## src/rtl/if_stage.sv

```systemverilog
// Instruction-fetch stage and IF/ID pipeline register: owns the PC, issues word fetches to a
// synchronous instruction memory, and handles stalls, EX redirects and the ID halt.
module if_stage #(
    parameter logic [31:0] RESET_PC  = 32'h0000_0000,
    parameter logic [31:0] NOP_INSTR = 32'h0000_0000
) (
    input  logic        clk,
    input  logic        rst_n,
    input  logic        stall_IF,
    input  logic        redirect,
    input  logic [31:0] redirect_pc,
    input  logic        halt_ID,
    output logic        imem_ren,
    output logic [31:0] imem_addr,
    input  logic [31:0] imem_rdata,
    output logic [31:0] instr_ID,
    output logic [31:0] pc_ID,
    output logic [31:0] pc_plus4_ID,
    output logic        valid_ID,
    output logic        halted
);

    typedef enum logic [0:0] {StRun, StHalted} state_e;

    state_e      state_q, state_d;
    logic [31:0] pc_q, pc_d;
    logic [31:0] f_pc_q, f_pc_d;
    logic        f_valid_q, f_valid_d;
    logic [31:0] hold_buf_q, hold_buf_d;
    logic        hold_valid_q, hold_valid_d;
    logic [31:0] instr_id_q, instr_id_d;
    logic [31:0] pc_id_q, pc_id_d;
    logic [31:0] pc_plus4_id_q, pc_plus4_id_d;
    logic        valid_id_q, valid_id_d;

    logic [31:0] target;
    logic [31:0] rdata_eff;
    logic        fetch;
    logic        unused_redirect_bits;

    assign target               = {redirect_pc[31:2], 2'b00};
    assign unused_redirect_bits = ^redirect_pc[1:0];
    // Memory output is only trustworthy the cycle after a request, so a stall parks it here.
    assign rdata_eff            = hold_valid_q ? hold_buf_q : imem_rdata;

    always_comb begin
        state_d       = state_q;
        pc_d          = pc_q;
        f_pc_d        = f_pc_q;
        f_valid_d     = f_valid_q;
        hold_buf_d    = hold_buf_q;
        hold_valid_d  = hold_valid_q;
        instr_id_d    = instr_id_q;
        pc_id_d       = pc_id_q;
        pc_plus4_id_d = pc_plus4_id_q;
        valid_id_d    = valid_id_q;
        fetch         = 1'b0;
        imem_addr     = pc_q;

        if (state_q == StRun) begin
            if (redirect) begin
                fetch        = 1'b1;
                imem_addr    = target;
                pc_d         = target + 32'd4;
                f_pc_d       = target;
                f_valid_d    = 1'b1;
                hold_valid_d = 1'b0;
                instr_id_d   = NOP_INSTR;
                valid_id_d   = 1'b0;
            end else if (halt_ID && valid_id_q && !stall_IF) begin
                state_d      = StHalted;
                f_valid_d    = 1'b0;
                hold_valid_d = 1'b0;
                instr_id_d   = NOP_INSTR;
                valid_id_d   = 1'b0;
            end else if (stall_IF) begin
                if (f_valid_q && !hold_valid_q) begin
                    hold_buf_d   = imem_rdata;
                    hold_valid_d = 1'b1;
                end
            end else begin
                fetch         = 1'b1;
                pc_d          = pc_q + 32'd4;
                f_pc_d        = pc_q;
                f_valid_d     = 1'b1;
                hold_valid_d  = 1'b0;
                instr_id_d    = f_valid_q ? rdata_eff : NOP_INSTR;
                pc_id_d       = f_pc_q;
                pc_plus4_id_d = f_pc_q + 32'd4;
                valid_id_d    = f_valid_q;
            end
        end
    end

    always_ff @(posedge clk or negedge rst_n) begin
        if (!rst_n) begin
            state_q       <= StRun;
            pc_q          <= RESET_PC;
            f_pc_q        <= 32'h0;
            f_valid_q     <= 1'b0;
            hold_buf_q    <= 32'h0;
            hold_valid_q  <= 1'b0;
            instr_id_q    <= NOP_INSTR;
            pc_id_q       <= 32'h0;
            pc_plus4_id_q <= 32'h4;
            valid_id_q    <= 1'b0;
        end else begin
            state_q       <= state_d;
            pc_q          <= pc_d;
            f_pc_q        <= f_pc_d;
            f_valid_q     <= f_valid_d;
            hold_buf_q    <= hold_buf_d;
            hold_valid_q  <= hold_valid_d;
            instr_id_q    <= instr_id_d;
            pc_id_q       <= pc_id_d;
            pc_plus4_id_q <= pc_plus4_id_d;
            valid_id_q    <= valid_id_d;
        end
    end

    assign imem_ren    = fetch && rst_n;
    assign instr_ID    = instr_id_q;
    assign pc_ID       = pc_id_q;
    assign pc_plus4_ID = pc_plus4_id_q;
    assign valid_ID    = valid_id_q;
    assign halted      = (state_q == StHalted);

endmodule

```

## config.mk

```make
export PLATFORM = sky130hd
export DESIGN_NAME = if_stage
export DESIGN_NICKNAME = d
export VERILOG_FILES = /design/src/rtl/if_stage.sv
export SDC_FILE = /design/constraint.sdc
export NUM_CORES = 1
export LEC_CHECK = 0
export ABC_AREA = 1
export CAP_MARGIN = 20
export CELL_PAD_IN_SITES_DETAIL_PLACEMENT = 0
export CELL_PAD_IN_SITES_GLOBAL_PLACEMENT = 2
export CORE_MARGIN = 10
export CORE_UTILIZATION = 26
export CTS_CLUSTER_SIZE = 8
export DETAILED_ROUTE_END_ITERATION = 8
export PLACE_DENSITY = 0.79
export RECOVER_POWER = 25
export SKIP_LAST_GASP = 1
export SYNTH_ARGS = -nofsm -noshare
export SYNTH_HDL_FRONTEND = slang
export SYNTH_SLANG_ARGS = --single-unit
```

## constraint.sdc

```tcl
create_clock -name clk -period 1.57 [get_ports clk]
set_clock_uncertainty 0.05 [all_clocks]
set_input_delay 0.314 -clock clk [delete_from_list [all_inputs] [get_ports clk]]
set_output_delay 0.314 -clock clk [all_outputs]
set_load 0.1 [all_outputs]
```

# [After elaboration in Yosys (flattened, before gate mapping)]
# Index checks and enable logic that the tools add are counted.
[classes] addsub=3 multipliers=0 div=0 n_lt_le_gt_ge=0 eq_ne=4 shifts=0 muxes=30 bitwise_logic=4 n_reduce_logical=11
[op_table] cell="$mux W32" count=13
[op_table] cell="$add A32 B3 Y32 const B" count=3
[op_table] cell="$mux W1" count=17
[op_table] cell="$reduce_and A5 Y1" count=1
[op_table] cell="$logic_and A1 B1 Y1" count=4
[op_table] cell="$ne A4 B1 Y1 const B" count=1
[op_table] cell="$not A1 Y1" count=4
[op_table] cell="$reduce_and A2 Y1" count=2
[op_table] cell="$reduce_and A4 Y1" count=1
[op_table] cell="$ne A3 B1 Y1 const B" count=1
[op_table] cell="$reduce_and A3 Y1" count=1
[op_table] cell="$logic_not A1 Y1" count=2
[op_table] cell="$ne A2 B1 Y1 const B" count=1
[op_table] cell="$ne A2 B2 Y1 const B" count=1
[totals] reg_bits=196 latchBits=0 ramBits=0 rom_bits=0 output_inout_bits=131 wordCells=62 n_memories=0

# [Logic depth before layout (Yosys ltp)]
[depth] word_depth=6 depth_mapped=14

# [Least setup slack after synthesis]
# No wires, ideal clock.
[synth_timing] path_type="reg2out" from="register state_q (netlist: halted)" to="output port imem_addr[10]" arrival_time_ps=3728 setup_slack_ps=-2522 stages_incl_launch_ff=5 n_path_buf=2 path_cell_list="dfrtp_1 > clkbuf_1 > inv_1 > clkbuf_1 > o21ai_0"
[synth_via] elab_chain_cells=1
[synth_rtl] item="start: declaration" line_no="25" source="state_e state_q, state_d;"
[synth_rtl] item="start signal: assignment" line_no="97" source="state_q <= StRun;"
[synth_rtl] item="start signal: assignment" line_no="108" source="state_q <= state_d;"
[synth_rtl] item="$mux W32" line_no="60" source="if (state_q == StRun) begin"
[synth_rtl] item="end: declaration" line_no="14" source="output logic [31:0] imem_addr,"
# No other way between the ends.

# [Worst setup path after layout]
[layout_timing] from="register state_q (netlist: halted)" to="output port imem_addr[3]"
# Same word-level chain as after synthesis.

==> results <==
==> worst min-delay path: stages <==
cell	delay [ns]
clkdlybuf4s50_1	0.39
inv_1	0.06
o21ai_1	0.06
==> layer usage <==
layer | up-vias | share of wire, %
met5 | - | 0.094
met2 | 225 | 47
li1 | 4767 | -
met4 | 6 | 2.4
met1 | 4542 | 42
met3 | 54 | 7.8
==> worst max-delay path by stage <==
stage,startpoint,to,slack [ns],depth (start not counted)
6_report,halted,imem_addr[3],-0.51,4
5_1_grt,halted,imem_addr[3],-0.60,4
4_1_cts,halted,imem_addr[3],-0.55,4
3_5_place_dp,redirect,pc_q[31],-0.60,12
3_3_place_gp,redirect,pc_q[29],-0.59,12
2_1_floorplan,valid_ID,imem_ren,-0.64,7
==> power groups by stage <==
| stage | Combinational (mW) | Sequential (mW) | Clock, mW |
|---|---|---|---|
| finish | 2.92 | 5.17 | 4.50 |
| floorplan | 1.16 | 5.58 | 0 |
| detailed placement | 2.77 | 5.25 | 0 |
| global route | 3.10 | 5.19 | 4.86 |
| global placement | 2.77 | 5.25 | 0 |
| CTS | 2.88 | 5.16 | 4.66 |
==> logic make-up (layout without fill, tap and decap cells) <==
kind of cell | Yosys count | after routing
xor gates and xnor gates | 9 | 9
buffers and inverters | 182 | 592
DFF | 188 | 188
other | 1 | 9
AOI/OAI and AO/OA | 237 | 237
and+or+nand+nor | 604 | 604
adders and majority gates | 2 | 2
==> cell usage in the layout, fill, tap and decap left out, types with 21 or more instances in the layout <==
master,instances
clkdlybuf4s50_1,64
o21ai_2,62
inv_1,110
buf_12,154
nand3_1,50
o21ai_4,32
nor2_4,26
o21ai_0,37
nand2_1,319
nand2_4,37
nor2_2,23
buf_4,155
clkbuf_16,21
dfrtp_1,185
nor2_1,54
nand2_2,45
buf_6,36
o21ai_1,52
==> area by class of cell <==
class | count | area, um^2 | share of cell area, %
timing repair buffer | 440 | 6030 | 33.9
multi-input combinational | 858 | 5350 | 30.1
antenna | 3 | 7.51 | 0.0422
clock inverter | 15 | 170 | 0.956
clock buffer | 17 | 425 | 2.39
tap | 461 | 577 | 3.24
inverter | 119 | 498 | 2.80
timing repair inverter | 1 | 30.0 | 0.169
sequential | 188 | 4710 | 26.5
==> state kept, by name, indices dropped and copies added (netlist names) <==
register,count
hold_buf_q,32
instr_ID,32
f_pc_q,30
pc_ID,30
pc_plus4_ID,30
pc_q,30
f_valid_q,1
halted,1
hold_valid_q,1
valid_ID,1
==> repair_timing <==
| item | CTS | global route |
|---|---|---|
| setup endpoints to repair | 167 | 219 |
| setup buffers | 34 | 20 |
| resized for setup | 250 | 155 |
| gates cloned | 25 | 5 |
| hold buffers | 1 | 0 |
| hold endpoints to repair | 187 | 0 |
| pin swaps | 44 | 53 |
==> metrics.md <==
| Metric | Value |
|---|---|
| Layout cells sized above 1 | `41.8%` |
| Place WS | `-0.597 ns` |
| GR Util met3 | `6.28%` |
| Wire length per cell | `17.3 um` |
| Met2 GRT Util | `26.6%` |
| Slew @ Worst Pin | `0.937 ns` |
| Antenna Nets Post-Route | `0` |
| List of most frequent post-synthesis cells | `nand2_1 (393), dfrtp_1 (187), o21ai_0 (159), inv_1 (116), nor2_1 (89)` |
| 1st-iter DRT viols | `556` |
| Initial antenna violation count | `6` |
| Area of all placed cells without fillers | `0.0178 mm^2` |
| Max Cap Viol | `0` |
| Reg clk slew, reported paths | `0.07 ns` |
| Avg Cell Area, Syn | `7.71 um^2` |
| Yosys synthesis warning count | `0` |
| Clk sinks | `188` |
| Die W | `210 um` |
| Hold endpoint | `hold_buf_q[25]` |
| Core Util, Final | `49.9%` |
| Synth unique cells | `44` |
| Port bufs | `191` |
| H-tree levels | `4` |
| TritonRoute pass-1 iters | `5` |
| CP max FO | `30` |
| Die Area | `0.0443 mm^2` |
| Crit path kind | `flop to output port` |
| CP startpoint kind | `flop` |
| Run status | `complete, but fails checks` |
| Design Power | `12.6 mW` |
| Fin. max-slew vios | `0` |
| Worst Hold Class | `input port to flop` |
| Hpwl dp | `24.5 mm` |
| GRT busiest layer | `met2` |
| DR vias/cell | `4.56` |
| Cell accounting for the most synthesized area | `dfrtp_1` |
| Die boundary height | `210 um` |
| Reg2reg end | `pc_plus4_ID[31]` |
| Top cells by area, synth | `dfrtp_1 (50%), nand2_1 (16%), o21ai_0 (8.4%)` |
| Fmax | `0.481 GHz` |
| Post-synth EDFFs | `0` |
| Final nets | `1,696` |
| Sw frac | `33.1%` |
| Setup tns final | `-60.55 ns` |
| R2R Setup Slk | `-0.47 ns` |
| CTS buffer count | `17` |
| Via Count | `9,594` |
| Min cycle time layout | `2.08 ns` |
| Overall Global Routing Usage | `16.3%` |
| Int Pwr | `8.42 mW` |
| Setup WS post-layout | `-0.510 ns` |
| P&R area growth vs syn | `88.8%` |
| CP Capture Type | `output port` |
| Register area share after synthesis | `49.9%` |
| Failing checks | `setup timing` |
| Reg2reg start | `valid_ID` |
| Final Non-Filler Cells | `2,102` |
| Area of the core | `0.0357 mm^2` |
| Sw Pwr | `4.17 mW` |
| Vias in the first global route | `9,780` |
| Hold Worst Slack | `0.374 ns` |
| Clock power frac | `35.8%` |
| Worst Path Arrival | `1.72 ns` |
| Max stage delay on crit path | `0.57 ns` |
| RSZ-0062 raised after global routing | `true` |
| WP data required | `1.21 ns` |
| Cells after Synth | `1,223` |
| Final GP Congestion | `0.854` |
| Final-report setup violation count | `197` |
| DRC Markers | `0` |
| Worst r2r path cells | `13` |
| CP top delay family | `flip-flops` |
| LEAKAGE | `8.20 nW` |
| Yosys reg bits | `188` |
| Drt total wl | `36.3 mm` |
| Skew-Pair Late Insertion Delay | `0.45 ns` |
| Synth Area in XOR/XNOR | `0.836%` |
| WP buf/inv | `2` |
| Slowest CP cell | `dfrtp_4` |
| Synthesized area | `0.00943 mm^2` |
| Initial Util | `26.4%` |
| Hold Path Depth | `3` |
| CTS root buf | `clkbuf_16` |
| Synth Area in Adders | `0.265%` |
| Worst path cell trace | `inv_12 > nor2_1 > a31oi_4 > buf_12` |
| Async set-reset flop share out of synthesis | `100%` |
| Fill cell count | `3,284` |
| Row cnt | `69` |
| Ports | `200` |
| GRT met1 Usage | `19.5%` |
| Max Root-Sink Buffers | `2` |
| Leading cell type by number of instances after synthesis | `nand2_1` |
| Dpl cells | `1,995` |
| Flop pwr share | `41.0%` |
| Crit share post-route | `132%` |
| Cell area after placement | `0.0149 mm^2` |
| Pwr dens | `707 mW/mm^2` |
| Final hold vios | `0` |
| Logic gate share of total power | `23.2%` |
| GRT Residual Overflow | `0` |
| Worst hold start | `imem_rdata[25]` |
| Simple-gate area share of the yosys netlist | `26.6%` |
| Largest family of logic cells by synthesized area | `simple AND/OR/NAND/NOR gates` |
| Maximum VDD drop | `0.000774 V` |
| Top_reg_cell synth | `dfrtp_1` |
| First-pass GRT wire length | `56.5 mm` |
| CTS tree | `done` |
| Largest net degree at the start of global routing | `97` |
| Post-synth top area share | `49.6%` |
| Multiplexer share of the synthesized area | `0%` |
| Relative slew slack | `37.5%` |
| Synth Area in Compound Gates | `14.0%` |
Power figures use the tool's default switching activity.
